===== config.mk =====
export PLATFORM = sky130hd
export DESIGN_NAME = wb_arbiter_2_flat
export DESIGN_NICKNAME = d
export VERILOG_FILES = /design/src/rtl/wb_arbiter_2_if.sv /design/src/rtl/wb_arbiter_2.sv /design/src/flat_wrapper.sv
export SDC_FILE = /design/constraint.sdc
export NUM_CORES = 1
export LEC_CHECK = 0
export ABC_AREA = 1
export ABC_CLOCK_PERIOD_IN_PS = 2500
export CAP_MARGIN = 20
export CELL_PAD_IN_SITES_DETAIL_PLACEMENT = 1
export CELL_PAD_IN_SITES_GLOBAL_PLACEMENT = 2
export CORE_AREA = 3 3 125 127
export DETAILED_ROUTE_END_ITERATION = 10
export DIE_AREA = 0 0 128 130
export DONT_BUFFER_PORTS = 1
export PLACE_DENSITY = 0.52
export SLEW_MARGIN = 20
export SYNTH_ARGS = -nofsm -noshare
export SYNTH_HDL_FRONTEND = slang
export SYNTH_SLANG_ARGS = --single-unit

===== constraint.sdc =====
create_clock -name clk -period 2.5 [get_ports clk]
set_input_delay 0.5 -clock clk [delete_from_list [all_inputs] [get_ports clk]]
set_output_delay 0.5 -clock clk [all_outputs]
set_load 0.03 [all_outputs]

===== src/rtl/wb_arbiter_2_if.sv =====
// Wishbone bus bundle shared by the arbiter's master-side and slave-side ports.
// The master modport drives the request; the slave modport drives the response.
interface wb_arbiter_2_if #(
  parameter int unsigned DATA_WIDTH   = 32,
  parameter int unsigned ADDR_WIDTH   = 32,
  parameter int unsigned SELECT_WIDTH = DATA_WIDTH / 8
);
  logic [ADDR_WIDTH-1:0]   adr;
  logic [DATA_WIDTH-1:0]   dat_w;
  logic [DATA_WIDTH-1:0]   dat_r;
  logic                    we;
  logic [SELECT_WIDTH-1:0] sel;
  logic                    stb;
  logic                    cyc;
  logic                    ack;
  logic                    err;
  logic                    rty;

  modport master (
    output adr, dat_w, we, sel, stb, cyc,
    input  dat_r, ack, err, rty
  );

  modport slave (
    input  adr, dat_w, we, sel, stb, cyc,
    output dat_r, ack, err, rty
  );
endinterface


===== src/rtl/wb_arbiter_2.sv =====
// Two-master to one-slave Wishbone arbiter: m0 = data port, m1 = instruction fetch.
// Grant is held for a master's whole cyc; hung transfers are ended with a timeout err.
module wb_arbiter_2 #(
  parameter int unsigned DATA_WIDTH   = 32,
  parameter int unsigned ADDR_WIDTH   = 32,
  parameter int unsigned SELECT_WIDTH = DATA_WIDTH / 8,
  parameter int unsigned ROUND_ROBIN  = 1,
  parameter int unsigned TIMEOUT      = 255
) (
  input  logic           clk,
  input  logic           rst,
  wb_arbiter_2_if.slave  m0,
  wb_arbiter_2_if.slave  m1,
  wb_arbiter_2_if.master s,
  output logic [1:0]     grant_o
);

  localparam logic [1:0] StIdle = 2'd0;
  localparam logic [1:0] StG0   = 2'd1;
  localparam logic [1:0] StG1   = 2'd2;

  localparam int unsigned CntW = (TIMEOUT > 0) ? $clog2(TIMEOUT + 1) : 1;
  localparam logic [CntW-1:0] CntLast = (TIMEOUT > 0) ? CntW'(TIMEOUT - 1) : '0;

  logic [1:0]      state_q, state_d;
  logic            last_q, last_d;
  logic [CntW-1:0] wait_cnt_q, wait_cnt_d;
  logic            to_err_q, to_err_d;

  logic req0, req1, g0, g1, resp;
  logic [ADDR_WIDTH-1:0]   adr_mux;
  logic [DATA_WIDTH-1:0]   dat_mux;
  logic [SELECT_WIDTH-1:0] sel_mux;
  logic we_mux, cyc_mux, stb_mux, s_stb_int;

  assign req0 = m0.cyc & m0.stb;
  assign req1 = m1.cyc & m1.stb;
  assign g0   = (state_q == StG0);
  assign g1   = (state_q == StG1);
  assign resp = s.ack | s.err | s.rty;

  // last_q records the most recently granted master (0 = m0, 1 = m1).
  always_comb begin
    state_d = state_q;
    last_d  = last_q;
    case (state_q)
      StIdle: begin
        if (req0 && req1) begin
          if ((ROUND_ROBIN != 0) && !last_q) begin
            state_d = StG1;
            last_d  = 1'b1;
          end else begin
            state_d = StG0;
            last_d  = 1'b0;
          end
        end else if (req0) begin
          state_d = StG0;
          last_d  = 1'b0;
        end else if (req1) begin
          state_d = StG1;
          last_d  = 1'b1;
        end
      end
      StG0:    if (!m0.cyc) state_d = StIdle;
      StG1:    if (!m1.cyc) state_d = StIdle;
      default: state_d = StIdle;
    endcase
  end

  always_comb begin
    adr_mux = '0;
    dat_mux = '0;
    sel_mux = '0;
    we_mux  = 1'b0;
    cyc_mux = 1'b0;
    stb_mux = 1'b0;
    if (g0) begin
      adr_mux = m0.adr;
      dat_mux = m0.dat_w;
      sel_mux = m0.sel;
      we_mux  = m0.we;
      cyc_mux = m0.cyc;
      stb_mux = m0.stb;
    end else if (g1) begin
      adr_mux = m1.adr;
      dat_mux = m1.dat_w;
      sel_mux = m1.sel;
      we_mux  = m1.we;
      cyc_mux = m1.cyc;
      stb_mux = m1.stb;
    end
  end

  assign s_stb_int = stb_mux & ~to_err_q;

  // The timeout cycle itself drops stb, so the count naturally restarts on the next beat.
  always_comb begin
    wait_cnt_d = '0;
    to_err_d   = 1'b0;
    if ((TIMEOUT != 0) && (state_q != StIdle) && s_stb_int && !resp) begin
      if (wait_cnt_q == CntLast) begin
        to_err_d = 1'b1;
      end else begin
        wait_cnt_d = wait_cnt_q + 1'b1;
      end
    end
  end

  always_ff @(posedge clk or negedge rst) begin
    if (!rst) begin
      state_q    <= StIdle;
      last_q     <= 1'b1;
      wait_cnt_q <= '0;
      to_err_q   <= 1'b0;
    end else begin
      state_q    <= state_d;
      last_q     <= last_d;
      wait_cnt_q <= wait_cnt_d;
      to_err_q   <= to_err_d;
    end
  end

  assign s.adr   = adr_mux;
  assign s.dat_w = dat_mux;
  assign s.sel   = sel_mux;
  assign s.we    = we_mux;
  assign s.cyc   = cyc_mux & ~to_err_q;
  assign s.stb   = s_stb_int;

  // Responses depend only on slave inputs and local state, never on the other master.
  assign m0.ack   = s.ack & g0;
  assign m0.rty   = s.rty & g0;
  assign m0.err   = (s.err | to_err_q) & g0;
  assign m0.dat_r = g0 ? s.dat_r : '0;

  assign m1.ack   = s.ack & g1;
  assign m1.rty   = s.rty & g1;
  assign m1.err   = (s.err | to_err_q) & g1;
  assign m1.dat_r = g1 ? s.dat_r : '0;

  assign grant_o = {g1, g0};

endmodule


===== src/flat_wrapper.sv =====
// flat-port wrapper written by rule: the top's interface ports become plain ports
module wb_arbiter_2_flat 
#(
  parameter int unsigned DATA_WIDTH   = 32,
  parameter int unsigned ADDR_WIDTH   = 32,
  parameter int unsigned SELECT_WIDTH = DATA_WIDTH / 8,
  parameter int unsigned ROUND_ROBIN  = 1,
  parameter int unsigned TIMEOUT      = 255
)
  (clk, rst, grant_o, m0_adr, m0_dat_w, m0_we, m0_sel, m0_stb, m0_cyc, m0_dat_r, m0_ack, m0_err, m0_rty, m1_adr, m1_dat_w, m1_we, m1_sel, m1_stb, m1_cyc, m1_dat_r, m1_ack, m1_err, m1_rty, s_adr, s_dat_w, s_we, s_sel, s_stb, s_cyc, s_dat_r, s_ack, s_err, s_rty);
  wb_arbiter_2_if #(.DATA_WIDTH(DATA_WIDTH), .ADDR_WIDTH(ADDR_WIDTH), .SELECT_WIDTH(SELECT_WIDTH)) m0_i ();
  wb_arbiter_2_if #(.DATA_WIDTH(DATA_WIDTH), .ADDR_WIDTH(ADDR_WIDTH), .SELECT_WIDTH(SELECT_WIDTH)) m1_i ();
  wb_arbiter_2_if #(.DATA_WIDTH(DATA_WIDTH), .ADDR_WIDTH(ADDR_WIDTH), .SELECT_WIDTH(SELECT_WIDTH)) s_i ();
  input  logic clk;
  input  logic rst;
  output logic [1:0] grant_o;
  input wire logic [$bits(m0_i.adr)-1:0] m0_adr;
  input wire logic [$bits(m0_i.dat_w)-1:0] m0_dat_w;
  input wire logic [$bits(m0_i.we)-1:0] m0_we;
  input wire logic [$bits(m0_i.sel)-1:0] m0_sel;
  input wire logic [$bits(m0_i.stb)-1:0] m0_stb;
  input wire logic [$bits(m0_i.cyc)-1:0] m0_cyc;
  output wire logic [$bits(m0_i.dat_r)-1:0] m0_dat_r;
  output wire logic [$bits(m0_i.ack)-1:0] m0_ack;
  output wire logic [$bits(m0_i.err)-1:0] m0_err;
  output wire logic [$bits(m0_i.rty)-1:0] m0_rty;
  input wire logic [$bits(m1_i.adr)-1:0] m1_adr;
  input wire logic [$bits(m1_i.dat_w)-1:0] m1_dat_w;
  input wire logic [$bits(m1_i.we)-1:0] m1_we;
  input wire logic [$bits(m1_i.sel)-1:0] m1_sel;
  input wire logic [$bits(m1_i.stb)-1:0] m1_stb;
  input wire logic [$bits(m1_i.cyc)-1:0] m1_cyc;
  output wire logic [$bits(m1_i.dat_r)-1:0] m1_dat_r;
  output wire logic [$bits(m1_i.ack)-1:0] m1_ack;
  output wire logic [$bits(m1_i.err)-1:0] m1_err;
  output wire logic [$bits(m1_i.rty)-1:0] m1_rty;
  output wire logic [$bits(s_i.adr)-1:0] s_adr;
  output wire logic [$bits(s_i.dat_w)-1:0] s_dat_w;
  output wire logic [$bits(s_i.we)-1:0] s_we;
  output wire logic [$bits(s_i.sel)-1:0] s_sel;
  output wire logic [$bits(s_i.stb)-1:0] s_stb;
  output wire logic [$bits(s_i.cyc)-1:0] s_cyc;
  input wire logic [$bits(s_i.dat_r)-1:0] s_dat_r;
  input wire logic [$bits(s_i.ack)-1:0] s_ack;
  input wire logic [$bits(s_i.err)-1:0] s_err;
  input wire logic [$bits(s_i.rty)-1:0] s_rty;
  assign m0_i.adr = m0_adr;
  assign m0_i.dat_w = m0_dat_w;
  assign m0_i.we = m0_we;
  assign m0_i.sel = m0_sel;
  assign m0_i.stb = m0_stb;
  assign m0_i.cyc = m0_cyc;
  assign m0_dat_r = m0_i.dat_r;
  assign m0_ack = m0_i.ack;
  assign m0_err = m0_i.err;
  assign m0_rty = m0_i.rty;
  assign m1_i.adr = m1_adr;
  assign m1_i.dat_w = m1_dat_w;
  assign m1_i.we = m1_we;
  assign m1_i.sel = m1_sel;
  assign m1_i.stb = m1_stb;
  assign m1_i.cyc = m1_cyc;
  assign m1_dat_r = m1_i.dat_r;
  assign m1_ack = m1_i.ack;
  assign m1_err = m1_i.err;
  assign m1_rty = m1_i.rty;
  assign s_adr = s_i.adr;
  assign s_dat_w = s_i.dat_w;
  assign s_we = s_i.we;
  assign s_sel = s_i.sel;
  assign s_stb = s_i.stb;
  assign s_cyc = s_i.cyc;
  assign s_i.dat_r = s_dat_r;
  assign s_i.ack = s_ack;
  assign s_i.err = s_err;
  assign s_i.rty = s_rty;
  wb_arbiter_2 #(.DATA_WIDTH(DATA_WIDTH), .ADDR_WIDTH(ADDR_WIDTH), .SELECT_WIDTH(SELECT_WIDTH), .ROUND_ROBIN(ROUND_ROBIN), .TIMEOUT(TIMEOUT)) u_core (.clk(clk), .rst(rst), .m0(m0_i), .m1(m1_i), .s(s_i), .grant_o(grant_o));
endmodule

# --- Word level (Yosys, flattened, before mapping) ---
# Index checks and enable logic that the tools add are counted.
totals:
  reg_bits: 12
  word_cells: 63
op_classes:
  n_mux: 29
  reduce_logical: 9
  n_eq_ne: 6
  bitwise: 14
  add_sub_neg: 1
op_table:
  columns: ["cell", "count"]
  rows:
  - ["$mux W32", 6]
  - ["$mux W8", 2]
  - ["$mux W1", 12]
  - ["$mux W2", 6]
  - ["$and A1 B1 Y1", 10]
  - ["$add A8 B1 Y8 const B", 1]
  - ["$eq A8 B8 Y1 const B", 1]
  - ["$mux W4", 2]
  - ["$pmux W2 S3", 1]
  - ["$ne A2 B2 Y1 const B", 2]
  - ["$ne A4 B1 Y1 const B", 1]
  - ["$logic_and A1 B1 Y1", 3]
  - ["$or A1 B1 Y1", 3]
  - ["$reduce_and A3 Y1", 1]
  - ["$reduce_bool A3 Y1", 1]
  - ["$eq A2 B1 Y1 const B", 1]
  - ["$eq A2 B2 Y1 const B", 1]
  - ["$logic_not A2 Y1", 1]
  - ["$reduce_and A2 Y1", 1]
  - ["$reduce_bool A2 Y1", 1]
  - ["$logic_not A1 Y1", 1]
  - ["$not A1 Y1", 1]

# --- Longest topological paths before layout ---
depth:
  word_depth: 7
  mapped_depth: 7

# --- Least setup slack after synthesis ---
# Ideal clock, no wire load.
synth_path:
  kind: "flip-flop to output port"
  from: "reg u_core.state_q[0]"
  to: "out s_cyc"
  n_path_buf: 1
  t_required_ns: 2.000
  arrival_time_ns: 1.386
  path_stages_with_launch: 6
  setup_slack_ns: 0.614
  path_cell_list: "dfrtp_1 inv_2 nor2_4 buf_2 nand2_1 a21oi_1"
synth_between:
  word_cells_on_any_way: 5
synth_lines:
  columns: ["item", "line_no", "text"]
  rows:
  - ["start, declared", "wb_arbiter_2.sv:25", "logic [1:0] state_q, state_d;"]
  - ["start signal, assigned", "wb_arbiter_2.sv:111", "state_q <= StIdle;"]
  - ["start signal, assigned", "wb_arbiter_2.sv:116", "state_q <= state_d;"]
  - ["$eq A2 B1 Y1", "wb_arbiter_2.sv:38", "assign g0 = (state_q == StG0);"]
  - ["via u_core.g0", "wb_arbiter_2.sv:30", "logic req0, req1, g0, g1, resp;"]
  - ["$mux W1", "wb_arbiter_2.sv:77", "if (g0) begin"]
  - ["$and A1 B1 Y1", "wb_arbiter_2.sv:127", "assign s.cyc = cyc_mux & ~to_err_q;"]
  - ["end, declared", "flat_wrapper.sv:42", "output wire logic [$bits(s_i.cyc)-1:0] s_cyc;"]
# The timed path passes the listed nets, and every way through them passes these cells.

# --- Worst setup path in the final report ---
layout_path:
  from: "reg u_core.state_q[1]"
  to: "out s_adr[0]"
layout_between:
  elab_chain_len: 3
  word_cells_on_any_way: 4
layout_lines:
  columns: ["item", "line_no", "text"]
  rows:
  - ["$eq A2 B2 Y1", "wb_arbiter_2.sv:39", "assign g1 = (state_q == StG1);"]
  - ["via grant_o[1]", "flat_wrapper.sv:16", "output logic [1:0] grant_o;"]
  - ["$mux W32", "wb_arbiter_2.sv:84", "end else if (g1) begin"]
  - ["$mux W32", "wb_arbiter_2.sv:77", null]
  - ["end, declared", "flat_wrapper.sv:37", "output wire logic [$bits(s_i.adr)-1:0] s_adr;"]
# The timed path passes the listed nets, and every way through them passes these cells.

==> results.md <==
* Run status: finished clean
* Antenna violations before repair at 0
* Reg power frac at between 8 and 9%
* Switch share at 63.16%
* Post-route cell area at between 2000 and 3000 µm²
* CP Capture Type: primary output
* Final Hold Vio Count at 0
* Post-DP HPWL at between 10000 and 15000 µm
* Highest Clock Rate at 0.4605 GHz
* Root Buffer: clkbuf_16
* Final period utilization at a little under 90%
* Core Footprint at 14530 µm²
* Clock latency on the worst-skew pair at 0.24 ns
* Internal at slightly below 1000 µW
* Synth cell types at 20
* Mapped Area at 1774 µm²
* H-Tree Depth at 1
* First-pass GRT wire length at between 15000 and 20000 µm
* RD Place Congestion at 0.7887
* DP Area at between 2000 and 2500 µm²
* RSZ-0062 raised after global routing: no
* Clock Path Buffers at 2
* Combinational Power Share at approximately 80%
* Die W at about 130 µm
* Total CTS buffers at 3
* Share of cells above drive strength 1 at about a quarter
* Worst-Margin Slew at between 0.6 and 0.7 ns
* Hold Path Class: in2async
* Slew HR at 57.82%
* Worst-path maximum fanout at 35
* Area Growth Syn to Fin at 44.92%
* Leak pwr at 0.001374 µW
* DRC at 0
* Largest net degree at the start of global routing at 73
* Die area at between 15000 and 20000 µm²
* PostCTS Resize Cnt at 0
* Max cap viols at 0
* Pre-CTS setup slack at about 0.55 ns
* Vias per cell at about 4.3
* Post-synthesis sequential area ratio at approximately 17%
* Fillers at around 1800
* DRT Pass-1 Iters at 4
* Post-Syn Area per Cell at 6.204 µm²
* Drt wl/cell at about 23 µm
* Ordered cell list for the critical path: inv_2 -> nor2_4 -> buf_4 -> a22o_1
* Multi-input gate area at roughly 1200 µm²
* WP data arrival at 1.67 ns
* CP Class: reg2out
* Synth Instances at roughly 290
* Flip-flop and latch area at 301.5 µm²
* CP required at 2.00 ns
* Syn_nets at around 470
* Input/output buffers at 0
* Layout Nets at roughly 530
* Number of global-route vias before repair at 2215
* Net Sw Power at 1668 µW
* Synth warn at 0
* Sink Count at 12
* Worst Setup Start Kind: flip-flop
* Clock transition at path regs at 0.04 ns
* Crit-path slowest cell: a22o_1
* Worst Clk Skew at about 0.0012 ns
* Worst vdd ir at 0.3145 mV
* I/O pin cnt at around 320
* Ant diodes at 0
* PD cells at a little over 1000 nW/µm²
* CTS tree: done
* Clock share of power at approximately an eighth
* Final Max Slew Viols at 0
* Via count at between 2000 and 2500
* Remaining global-route overflow at 0
* Gr usage total at around an eighth
* First-iteration detailed-routing DRC count at 55
* Post-route ant nets at 0
* Tmin final at 2.171 ns
* Die height at 130 µm
* Synth Register Bits at 12
* Initial Utilization at around an eighth
* Routed WL at roughly 12000 µm
* Final setup violation count at 0
* PnR worst setup slack at 0.3286 ns
* Worst stage delay on the critical path at about 0.42 ns
* Fin Setup TNS at 0 ns
* Rows at 44
worst max-delay path, delay by kind of cell, from the launching register on:
family,cells,cell delay [ns]
AND/OR/NAND/NOR,1,0.12
AO/OA/AOI/OAI,1,0.42
flip-flops,1,0.39
buffers and inverters,2,0.48
layout make-up:
cell class / instances / area share (%)
sequential: 12 / 11.73
inverter: 47 / 6.861
multi-input combinational: 205 / 46.23
clock buffer: 4 / 3.455
timing repair buffer: 76 / 22.77
tap: 184 / 8.954
Yosys cell counts:
cell type / number / area share (%)
nand3_2: 1 / 0.56
nor2_4: 2 / 1.3
nand3_1: 10 / 2.8
o21ai_0: 2 / 0.56
ha_1: 2 / 1.4
dfstp_2: 1 / 1.5
o21bai_1: 2 / 0.85
nor3_1: 1 / 0.28
a22o_1: 69 / 34
nor2_1: 83 / 18
inv_2: 4 / 0.85
buf_4: 2 / 0.85
nand2_1: 27 / 5.7
or2_2: 1 / 0.35
clkbuf_1: 6 / 1.3
dfrtp_1: 11 / 16
a21oi_1: 4 / 1.1
nand3b_1: 1 / 0.42
inv_1: 43 / 9.1
buf_2: 14 / 3.9
registers in the layout, indices dropped and copies added, names as in the netlist:
register and flops:
u_core.to_err_q 1, u_core.wait_cnt_q 8, u_core.state_q 2, u_core.last_q 1
cell families (layout without fill, tap and decap cells):
group	after synthesis	after routing	share of synthesized area [%]
AO/OA/AOI/OAI	77	77	36.60
adder cells (fa/ha/maj)	2	2	1.410
buffers and inverters	69	127	16.01
flip-flops	12	12	17.00
AND/OR/NAND/NOR	126	126	28.98
path summary, 6_finish.rpt:
path                                        start              endpoint  slack, ns  cells past startpoint
max in group asynchronous                     rst  u_core.wait_cnt_q[3]       1.44                      1
worst max-delay path            u_core.state_q[1]              s_adr[0]       0.33                      4
worst min-delay path                          rst         u_core.last_q        0.1                      0
min in group clk                           m0_cyc     u_core.state_q[0]       0.41                      2
worst max register to register  u_core.state_q[0]  u_core.wait_cnt_q[6]       0.94                      7
worst min register to register      u_core.last_q         u_core.last_q       0.49                      2
cell usage in the layout, fill, tap and decap left out, drive strengths merged:
master,Yosys,routed
a21oi,4,4
a22o,69,69
buf,16,75
clkbuf,6,4
dfrtp,11,11
dfstp,1,1
dlygate4sd3,0,1
ha,2,2
inv,47,47
nand2,27,27
nand3,11,11
nand3b,1,1
nor2,85,85
nor3,1,1
o21ai,2,2
o21bai,2,2
or2,1,1
metrics by stage:
step / instances / total power [µW] / util [%] / hold slack, ns
final: 528 / 2640 / 17.69 / 0.09837
after global routing: 528 / 2753 / 17.69 / 0.08861
after CTS: 528 / 2674 / 17.69 / 0.09324
after detailed placement: 523 / 2324 / 17.01 / 0.2050
after global placement: 523 / 2300 / 17.01 / 0.2049
after floorplan: 286 / 1894 / - / 0.2044
metal layers:
layer  vias to the layer above  wire length (µm)  track usage, %
li1                       1067                 -               -
met1                      1067              3836           12.37
met2                       143              6749           23.97
met3                         4              1479           5.690
met4                         0                25          0.9363
met5                         -                 0               0
power by group through the flow:
| stage | clock [µW] | sequential (µW) | combinational [µW] |
|---|---|---|---|
| 2_1_floorplan | 0 | 234 | 1660 |
| 3_3_place_gp | 0 | 235 | 2060 |
| 3_5_place_dp | 0 | 236 | 2090 |
| 4_1_cts | 338 | 233 | 2100 |
| 5_1_grt | 347 | 235 | 2170 |
| 6_report | 330 | 233 | 2080 |
timing repair:
item / 4_1_cts / 5_1_grt
setup buffers: 0 / 0
hold buffers: 1 / 0
hold endpoints to repair: 11 / 0
Power figures use the tool's default switching activity.
